## src/rtl/bp_be_rf_write_sched_pkg.sv

```systemverilog
// Shared types and constants for the backend regfile write-port scheduler.
// The register address width stands in for the processor config value.
package bp_be_rf_write_sched_pkg;

    localparam int reg_addr_width_gp = 5;

    typedef enum logic {
        e_rf_sched_init,
        e_rf_sched_run
    } rf_sched_state_e;

endpackage

```

## src/rtl/bp_be_rf_write_sched_if.sv

```systemverilog
// Bus bundle between the writeback sources, the scheduler and the regfile
// write port. The master drives requests; the slave (the scheduler) drives the
// regfile write and the grants.
interface bp_be_rf_write_sched_if
    import bp_be_rf_write_sched_pkg::*;
#(
    parameter int data_width_p = 32,
    parameter int late_ports_p = 2
) ();

    logic                                                 pipe_v_i;
    logic [reg_addr_width_gp-1:0]                         pipe_addr_i;
    logic [data_width_p-1:0]                              pipe_data_i;
    logic [late_ports_p-1:0]                              late_v_i;
    logic [late_ports_p-1:0][reg_addr_width_gp-1:0]       late_addr_i;
    logic [late_ports_p-1:0][data_width_p-1:0]            late_data_i;
    logic [late_ports_p-1:0]                              late_ready_o;
    logic                                                 rd_w_v_o;
    logic [reg_addr_width_gp-1:0]                         rd_addr_o;
    logic [data_width_p-1:0]                              rd_data_o;
    logic                                                 init_done_o;
    logic                                                 stall_req_o;

    modport master (
        output pipe_v_i, pipe_addr_i, pipe_data_i,
        output late_v_i, late_addr_i, late_data_i,
        input  late_ready_o, rd_w_v_o, rd_addr_o, rd_data_o,
        input  init_done_o, stall_req_o
    );

    modport slave (
        input  pipe_v_i, pipe_addr_i, pipe_data_i,
        input  late_v_i, late_addr_i, late_data_i,
        output late_ready_o, rd_w_v_o, rd_addr_o, rd_data_o,
        output init_done_o, stall_req_o
    );

endinterface

```

## src/rtl/bp_be_rf_write_sched_rr.sv

```systemverilog
// Round-robin arbiter: grants the first requester at or after the pointer and
// moves the pointer just past the grantee whenever a grant is issued.
module bp_be_rf_write_sched_rr #(
    parameter int width_p = 2
) (
    input  logic               clk_i,
    input  logic               reset_n_i,
    input  logic               en_i,
    input  logic [width_p-1:0] reqs_i,
    output logic [width_p-1:0] grants_o
);

    localparam int ptr_width_lp = (width_p > 1) ? $clog2(width_p) : 1;
    typedef logic [ptr_width_lp-1:0] ptr_t;

    ptr_t ptr_q, ptr_n, grant_idx;
    logic hit;

    // Two passes: requesters at/after the pointer first, then wrap to the low ones.
    always_comb begin
        grants_o  = '0;
        hit       = 1'b0;
        grant_idx = '0;
        for (int i = 0; i < width_p; i++) begin
            if (!hit && reqs_i[i] && (ptr_t'(i) >= ptr_q)) begin
                hit       = 1'b1;
                grant_idx = ptr_t'(i);
            end
        end
        for (int i = 0; i < width_p; i++) begin
            if (!hit && reqs_i[i]) begin
                hit       = 1'b1;
                grant_idx = ptr_t'(i);
            end
        end
        ptr_n = ptr_q;
        if (en_i && hit) begin
            grants_o[grant_idx] = 1'b1;
            ptr_n = (grant_idx == ptr_t'(width_p - 1)) ? '0 : grant_idx + 1'b1;
        end
    end

    always_ff @(posedge clk_i) begin
        if (!reset_n_i) begin
            ptr_q <= '0;
        end else begin
            ptr_q <= ptr_n;
        end
    end

endmodule

```

## src/rtl/bp_be_rf_write_sched.sv

```systemverilog
// Regfile write-port scheduler: zero-sweeps the regfile after reset, then
// merges pipeline writeback (top priority) with round-robin late writebacks.
module bp_be_rf_write_sched
    import bp_be_rf_write_sched_pkg::*;
#(
    parameter int data_width_p   = 32,
    parameter int late_ports_p   = 2,
    parameter int init_zero_p    = 1,
    parameter int starve_limit_p = 8
) (
    input  logic                        clk_i,
    input  logic                        reset_n_i,
    bp_be_rf_write_sched_if.slave       bus
);

    localparam int starve_width_lp = $clog2(starve_limit_p + 1);
    typedef logic [starve_width_lp-1:0] starve_t;
    localparam starve_t starve_max_lp = starve_t'(starve_limit_p);

    rf_sched_state_e              state_q, state_n;
    logic [reg_addr_width_gp-1:0] sweep_q;
    starve_t                      starve_q, starve_n;
    logic                         stall_q;
    logic                         arb_en;
    logic [late_ports_p-1:0]      grants;

    bp_be_rf_write_sched_rr #(.width_p(late_ports_p)) arb (
        .clk_i     (clk_i),
        .reset_n_i (reset_n_i),
        .en_i      (arb_en),
        .reqs_i    (bus.late_v_i),
        .grants_o  (grants)
    );

    always_comb begin
        state_n          = state_q;
        arb_en           = 1'b0;
        bus.rd_w_v_o     = 1'b0;
        bus.rd_addr_o    = bus.pipe_addr_i;
        bus.rd_data_o    = bus.pipe_data_i;
        bus.init_done_o  = 1'b0;
        starve_n         = '0;
        case (state_q)
            e_rf_sched_init: begin
                bus.rd_w_v_o  = 1'b1;
                bus.rd_addr_o = sweep_q;
                bus.rd_data_o = {data_width_p{1'b0}};
                if (sweep_q == '1) begin
                    state_n = e_rf_sched_run;
                end
            end
            default: begin
                bus.init_done_o = 1'b1;
                arb_en          = !bus.pipe_v_i;
                if (bus.pipe_v_i) begin
                    bus.rd_w_v_o = 1'b1;
                end else begin
                    for (int i = 0; i < late_ports_p; i++) begin
                        if (grants[i]) begin
                            bus.rd_w_v_o  = 1'b1;
                            bus.rd_addr_o = bus.late_addr_i[i];
                            bus.rd_data_o = bus.late_data_i[i];
                        end
                    end
                end
                // A late source that wants the port but loses counts as starved.
                starve_n = starve_q;
                if (|grants) begin
                    starve_n = '0;
                end else if ((|bus.late_v_i) && (starve_q != starve_max_lp)) begin
                    starve_n = starve_q + 1'b1;
                end
            end
        endcase
    end

    assign bus.late_ready_o = grants;
    assign bus.stall_req_o  = stall_q;

    always_ff @(posedge clk_i) begin
        if (!reset_n_i) begin
            state_q  <= (init_zero_p != 0) ? e_rf_sched_init : e_rf_sched_run;
            sweep_q  <= '0;
            starve_q <= '0;
            stall_q  <= 1'b0;
        end else begin
            state_q  <= state_n;
            sweep_q  <= (state_q == e_rf_sched_init) ? sweep_q + 1'b1 : sweep_q;
            starve_q <= starve_n;
            stall_q  <= (starve_n == starve_max_lp);
        end
    end

    // The sweep owns the port; the pipeline must not write before init is done.
    always_ff @(posedge clk_i) begin
        if (reset_n_i && (state_q == e_rf_sched_init)) begin
            assert (!bus.pipe_v_i);
        end
    end

endmodule

```

## src/flat_wrapper.sv

```systemverilog
// flat-port wrapper written by rule: the top's interface ports become plain ports
module bp_be_rf_write_sched_flat import bp_be_rf_write_sched_pkg::*;
#(
    parameter int data_width_p   = 32,
    parameter int late_ports_p   = 2,
    parameter int init_zero_p    = 1,
    parameter int starve_limit_p = 8
)
  (clk_i, reset_n_i, bus_pipe_v_i, bus_pipe_addr_i, bus_pipe_data_i, bus_late_v_i, bus_late_addr_i, bus_late_data_i, bus_late_ready_o, bus_rd_w_v_o, bus_rd_addr_o, bus_rd_data_o, bus_init_done_o, bus_stall_req_o);
  bp_be_rf_write_sched_if #(.data_width_p(data_width_p), .late_ports_p(late_ports_p)) bus_i ();
  input  logic clk_i;
  input  logic reset_n_i;
  input wire logic [$bits(bus_i.pipe_v_i)-1:0] bus_pipe_v_i;
  input wire logic [$bits(bus_i.pipe_addr_i)-1:0] bus_pipe_addr_i;
  input wire logic [$bits(bus_i.pipe_data_i)-1:0] bus_pipe_data_i;
  input wire logic [$bits(bus_i.late_v_i)-1:0] bus_late_v_i;
  input wire logic [$bits(bus_i.late_addr_i)-1:0] bus_late_addr_i;
  input wire logic [$bits(bus_i.late_data_i)-1:0] bus_late_data_i;
  output wire logic [$bits(bus_i.late_ready_o)-1:0] bus_late_ready_o;
  output wire logic [$bits(bus_i.rd_w_v_o)-1:0] bus_rd_w_v_o;
  output wire logic [$bits(bus_i.rd_addr_o)-1:0] bus_rd_addr_o;
  output wire logic [$bits(bus_i.rd_data_o)-1:0] bus_rd_data_o;
  output wire logic [$bits(bus_i.init_done_o)-1:0] bus_init_done_o;
  output wire logic [$bits(bus_i.stall_req_o)-1:0] bus_stall_req_o;
  assign bus_i.pipe_v_i = bus_pipe_v_i;
  assign bus_i.pipe_addr_i = bus_pipe_addr_i;
  assign bus_i.pipe_data_i = bus_pipe_data_i;
  assign bus_i.late_v_i = bus_late_v_i;
  assign bus_i.late_addr_i = bus_late_addr_i;
  assign bus_i.late_data_i = bus_late_data_i;
  assign bus_late_ready_o = bus_i.late_ready_o;
  assign bus_rd_w_v_o = bus_i.rd_w_v_o;
  assign bus_rd_addr_o = bus_i.rd_addr_o;
  assign bus_rd_data_o = bus_i.rd_data_o;
  assign bus_init_done_o = bus_i.init_done_o;
  assign bus_stall_req_o = bus_i.stall_req_o;
  bp_be_rf_write_sched #(.data_width_p(data_width_p), .late_ports_p(late_ports_p), .init_zero_p(init_zero_p), .starve_limit_p(starve_limit_p)) u_core (.clk_i(clk_i), .reset_n_i(reset_n_i), .bus(bus_i));
endmodule
```

## config.mk

```make
export PLATFORM = sky130hd
export DESIGN_NAME = bp_be_rf_write_sched_flat
export DESIGN_NICKNAME = d
export VERILOG_FILES = /design/src/rtl/bp_be_rf_write_sched_pkg.sv /design/src/rtl/bp_be_rf_write_sched_if.sv /design/src/rtl/bp_be_rf_write_sched_rr.sv /design/src/rtl/bp_be_rf_write_sched.sv /design/src/flat_wrapper.sv
export SDC_FILE = /design/constraint.sdc
export NUM_CORES = 1
export LEC_CHECK = 0
export ABC_CLOCK_PERIOD_IN_PS = 2600
export CAP_MARGIN = 25
export CORE_MARGIN = 2
export CORE_UTILIZATION = 28
export DETAILED_ROUTE_END_ITERATION = 8
export PLACE_DENSITY = 0.92
export SLEW_MARGIN = 20
export SYNTH_ARGS = -nofsm -noshare
export SYNTH_HDL_FRONTEND = slang
export SYNTH_HIERARCHICAL = 1
export SYNTH_SLANG_ARGS = --single-unit
```

## constraint.sdc

```tcl
create_clock -name clk_i -period 2.6 [get_ports clk_i]
set_input_delay 0.39 -clock clk_i [delete_from_list [all_inputs] [get_ports clk_i]]
set_output_delay 0.39 -clock clk_i [all_outputs]
set_load 0.02 [all_outputs]
```

==> impl_metrics.ini, run 1 <==
[run_status]
status = finished, final reports clean

[global_route]
grt.total_usage = 0.256
grt_pass1_vias = 2381
antenna_found_initial = 0
grt_pass1_wl_um = 12100
grt_max_degree = 47
grt_overflow = 0

[synth]
synthArstFlopShare = 0
synth-simple-area-share = 0.128
yosysTopAreaCellShare = 0.166
synth_top_area_cell = dfxtp_1
yosys_warnings = 6
synth_xor_area_frac = 0.0363
synthAdderAreaFrac = 0.0346
syn_area_mm2 = 0.00145
syn-num-nets = 340
yosysSeqAreaShare = 0.166
synth-compound-area-share = 0.477
yosys-top-cells-count = a21oi_1, o21ai_0, o22ai_1
synth_top_family_by_area = compound AO/OA/AOI/OAI gates
syn_avg_cell_area_um2 = 6.58
synth_most_common_cell = a21oi_1
synth_cell_types = 29
ys.flop_type = dfxtp_1
synthesis.instances = 220
synth_seq_cells = 12
synth-edff-count = 0
netlist_top_cells_area = dfxtp_1, o22ai_1, a21oi_1
synthMuxAreaShare = 0.0527

[pwr]
internal-power_mw = 0.499
p_clk_frac = 0.323
power.switching_mw = 0.147
p_leak_nw = 1.32
seq_power_share = 0.299
p_per_area_mw_per_mm2 = 196
p_sw_frac = 0.228
ir_drop_mv = 0.345
power_mw = 0.646
combPwrFrac = 0.378

[worst_setup_path]
cp-startpoint = u_core/state_q
worstPathBufferInverterCount = 2
path_delay_family = simple AND/OR/NAND/NOR gates
cp.arrival_ns = 1.96
r2r-start = u_core/state_q
path_cells = nor2b_4 -> nand2_1 -> a21oi_4 -> nor2_1 -> nor2_4 -> clkbuf_16 -> o21ai_0 -> a21oi_2 -> buf_4
critPathMaxFanout = 8
setup.worst_path.class = flop to primary output
end_kind = primary output
slowest_delay_ns = 0.34
cpMaxStageDelayCell = dfxtp_1
critPathLaunchType = flop
required_ns = 2.21

[cells_and_area]
utilization = 0.654
synthToLayoutAreaGrowth_pct = 128
instances_no_fill = 453
finish.net_count = 504
drive_gt1_frac = 0.287
fin_area_mm2 = 0.00330
antenna_cells = 0

[min_path]
min_from = u_core/sweep_q[3]
hp-class = flop to flop

[route]
drt-total-wl_um = 7860
routed_via_density = 5.20
dr.pass1.iters = 4
post_drt_wl_per_cell_um = 17.3
first_iter_violations = 109
detail-route-antenna-nets = 0
vias = 2354
remaining_drc_errors = 0

[cts]
clkTransAtPathRegs_ns = 0.06
cts.sinks = 12
cts_buffers = 3
clkLatencyLatePin_ns = 0.25
htreeDepth = 1
cts_buffer_depth = 2
cts_root_buf = clkbuf_8
cts_tree = done

[sta]
fin_crit_sh = 0.904
skew_ns = 0.00541
fin_crit_ns = 2.35
fin_hold_ws_ns = 0.561
slew_viol_final = 0
fin_ws_ns = 0.251
slew_headroom = 0.718
grt_setup_unrepaired = false
setup_viol = 0
worstMarginPinSlew_ns = 0.423
hold_viol = 0
fmax_ghz = 0.426
finalSetupTns_ns = 0

[placement]
dp_slack_ns = -0.548
hpwl_um = 5930
post-place-cells = 443
gp_congestion = 0.821
placed_area_mm2 = 0.00330
portBuffers = 157

[floorplan]
die_y_um = 75.9
core_mm2 = 0.00504
start_util = 0.287
num_rows = 26
die_w_um = 75.9
io_pins = 158
design.die.area_mm2 = 0.00576

[run]
max_cap_viol_count = 0
-- layout by cell type, fill, tap and decap left out, drive strengths merged, types with 4 or more instances in the layout --
master	instances
a21oi	41
xor2	4
o21ai	38
o22ai	33
buf	58
mux2	5
ha	4
clkdlybuf4s50	115
nor2b	7
nor2	16
a22oi	4
inv	9
clkbuf	6
nand2	9
dfxtp	12
-- cell type report --
type,count,area (µm²)
clock buffers,4,55.1
multi-input cells,177,1230
inverters,10,37.5
fillers,449,1740
flip-flops and latches,12,240
well taps,70,87.6
repair buffers,180,1650
-- power groups by stage --
stage	logic [mW]	clock network, mW	registers (mW)
4_1_cts	0.243	0.211	0.193
6_report	0.244	0.208	0.193
2_1_floorplan	0.0464	0	0.195
3_3_place_gp	0.240	0	0.197
5_1_grt	0.259	0.223	0.194
3_5_place_dp	0.245	0	0.197
-- final timing paths --
check / end / cells after the start / slack, ns
min reg2reg: u_core/sweep_q[3] / 2 / 0.56
max: bus_rd_data_o[14] / 9 / 0.25
min: u_core/sweep_q[3] / 2 / 0.56
max reg2reg: u_core/bus.stall_req_o / 11 / 0.65
-- metal layers --
metal,GRT usage,vias to the layer above,part of all wire
met4,0.0673,0,0.023
met3,0.0619,17,0.075
met2,0.483,111,0.52
li1,-,1144,-
met1,0.285,1082,0.38
met5,0,-,0
-- worst register-to-register path, stage by stage, from the launching register on --
cell,delay (ns)
dfxtp_1,0.31
nor2b_4,0.14
nand2_2,0.08
a21oi_4,0.04
buf_4,0.13
buf_4,0.13
buf_4,0.16
nor3b_4,0.21
buf_4,0.15
nand2_1,0.06
mux2_2,0.26
and3_1,0.16
-- registers in the layout, summed over array words and instances (netlist names) --
register	cells
u_core/state_q	1
u_core/arb/ptr_q	1
u_core/sweep_q	5
u_core/bus.stall_req_o	1
u_core/starve_q	4
-- kinds of logic after synthesis --
kind of cell,after synthesis
AOI/OAI and AO/OA,123
xor gates and xnor gates,6
adders and majority gates,4
buffers and inverters,31
DFF,12
muxes,7
and+or+nand+nor,37
-- timing repair --
| item | CTS | global route |
|---|---|---|
| cloned | 0 | 3 |
| resized for setup | 141 | 27 |
| endpoints found under the setup margin | 39 | 38 |
| pin swaps | 0 | 1 |
| setup buffers | 1 | 2 |
| hold buffers | 0 | 0 |
(Power assumes the default switching activity.)
==> run 2: changes to the inputs <==
ABC_AREA = 1   (was unset)
PLACE_DENSITY = 0.93   (was 0.92)
==> run 2 against run 1 <==
Net effect:
- sequential cell count unchanged
- routed wire length rose by 3.9%
- hold slack got worse by 0.067 ns
- critical path type unchanged
- highest routed layer unchanged
==> impl_metrics.ini, run 2 <==
[run_status]
status = finished, final reports clean

[synth]
syn_avg_cell_area_um2 = 5.89
netlist_top_cells_area = dfxtp_1, o22ai_1, a21oi_1
synth_top_area_cell = dfxtp_1
synthArstFlopShare = 0
synthesis.instances = 238
yosysSeqAreaShare = 0.171
syn-num-nets = 358
syn_area_mm2 = 0.00140
yosysTopAreaCellShare = 0.171
synth_seq_cells = 12
yosys-top-cells-count = a21oi_1, o21ai_0, o22ai_1
synth_cell_types = 25
synth_most_common_cell = a21oi_1
yosys_warnings = 6
synth-edff-count = 0
ys.flop_type = dfxtp_1

[global_route]
grt.total_usage = 0.268
grt_overflow = 0
grt_max_degree = 44
grt_pass1_vias = 2410
grt_pass1_wl_um = 11500
antenna_found_initial = 0

[pwr]
p_sw_frac = 0.223
internal-power_mw = 0.460
seq_power_share = 0.325
combPwrFrac = 0.397
ir_drop_mv = 0.130
p_per_area_mw_per_mm2 = 179
power.switching_mw = 0.132
p_leak_nw = 1.39
power_mw = 0.592
p_clk_frac = 0.278

[route]
drt-total-wl_um = 8170
routed_via_density = 5.16
dr.pass1.iters = 5
first_iter_violations = 96
detail-route-antenna-nets = 0
vias = 2474
post_drt_wl_per_cell_um = 17.1
remaining_drc_errors = 0

[cells_and_area]
synthToLayoutAreaGrowth_pct = 136
instances_no_fill = 479
finish.net_count = 534
largestRegisters = u_core/sweep_q x5, u_core/starve_q x4
nFillCells = 407
multiInputGateArea_mm2 = 0.00112
largest_reg_flops = 5
final_cell_mix = clkdlybuf4s50_1, o22ai_1, o21ai_0
largest-register = u_core/sweep_q
antenna_cells = 0
drive_gt1_frac = 0.277
seqCellArea_um2 = 240
mostFrequentLayoutCell = clkdlybuf4s50_1

[placement]
gp_congestion = 0.906
portBuffers = 157
post-place-cells = 470
hpwl_um = 6270
dp_slack_ns = -0.425

[cts]
clkTransAtPathRegs_ns = 0.05
clkLatencyLatePin_ns = 0.24
cts_buffer_depth = 2
cts_buffers = 3
htreeDepth = 1
ctsHoldBuffers = 0
cts_root_buf = clkbuf_8
cts_tree = done
cts.sinks = 12

[worst_setup_path]
r2r-start = u_core/state_q
path_cells = inv_2 -> nor2_2 -> inv_1 -> nor2_1 -> nand2_1 -> inv_2 -> nor2_2 -> nor2_4 -> clkbuf_16 -> o21ai_1 -> a21oi_1 -> buf_4
critPathMaxFanout = 8
cp.arrival_ns = 2.02
path_delay_family = simple AND/OR/NAND/NOR gates
worstReg2RegEnd = u_core/starve_q[2]
critPathLaunchType = flop
end_kind = primary output
slowest_delay_ns = 0.34
r2r_slack_ns = 1.12
cpMaxStageDelayCell = dfxtp_1
setup.worst_path.class = flop to primary output
worstPathBufferInverterCount = 5
required_ns = 2.21
cp.depth = 12
cp-startpoint = u_core/state_q
rr_worst_depth = 11

[min_path]
min_delay_path_depth = 1
hp-class = flop to flop
min_from = u_core/sweep_q[3]
holdPathEnd = u_core/sweep_q[3]

[sta]
fin_ws_ns = 0.185
fin_crit_ns = 2.41
grt_setup_unrepaired = false
finalSetupTns_ns = 0
slew_viol_final = 0
skew_ns = 0.00103
setup_viol = 0
hold_viol = 0
fmax_ghz = 0.414
fin_crit_sh = 0.929
worstMarginPinSlew_ns = 0.366
fin_hold_ws_ns = 0.494
slew_headroom = 0.756

[floorplan]
design.die.area_mm2 = 0.00559
core_mm2 = 0.00479
num_rows = 25
die_w_um = 74.8
io_pins = 158
start_util = 0.293
die_y_um = 74.8

[run]
max_cap_viol_count = 0
-- run 2: power by group through the flow --
stage	clock network, mW	logic, mW	registers (mW)
2_1_floorplan	0	0.0368	0.195
3_5_place_dp	0	0.236	0.196
4_1_cts	0.172	0.236	0.192
6_report	0.165	0.235	0.192
3_3_place_gp	0	0.233	0.195
5_1_grt	0.179	0.250	0.192
-- run 2: area by class of cell --
class | instances | area share
flip-flops and latches | 12 | 0.0727
multi-input cells | 188 | 0.338
repair buffers | 189 | 0.528
inverters | 20 | 0.0227
clock buffers | 3 | 0.0125
well taps | 67 | 0.0254
-- run 2: timing repair --
item	4_1_cts	5_1_grt
pin swaps	0	3
setup buffers	0	3
setup endpoints to repair	38	37
gates cloned	0	3
gates resized for setup	117	48
-- run 2: how the worst max path moves through the flow --
stage / to
after detailed placement: bus_rd_data_o[31]
after CTS: bus_rd_data_o[26]
final: bus_rd_data_o[31]
after global routing: bus_rd_data_o[29]
after floorplan: bus_rd_addr_o[4]
after global placement: bus_rd_data_o[31]
-- run 2: stage by stage --
| stage | cell area (µm²) | utilization |
|---|---|---|
| floorplan | 1510 | - |
| global placement | 3330 | 0.696 |
| detailed placement | 3330 | 0.696 |
| CTS | 3390 | 0.708 |
| global route | 3310 | 0.691 |
| finish | 3310 | 0.691 |
-- run 2: routing by layer --
layer	up-vias	GRT usage	wire length, µm
met1	1109	0.288	3150
met4	0	0.109	252
met2	138	0.494	3940
li1	1203	-	-
met5	-	0	0
met3	24	0.0723	826
-- run 2: cells by family (layout without fill, tap and decap cells) --
kind of cell               after synthesis  in the layout  synth area share
buffers and inverters                   38            212             0.122
adders and majority gates                4              4            0.0357
DFF                                     12             12             0.171
AOI/OAI and AO/OA                      121            121             0.470
and+or+nand+nor                         63             63             0.201
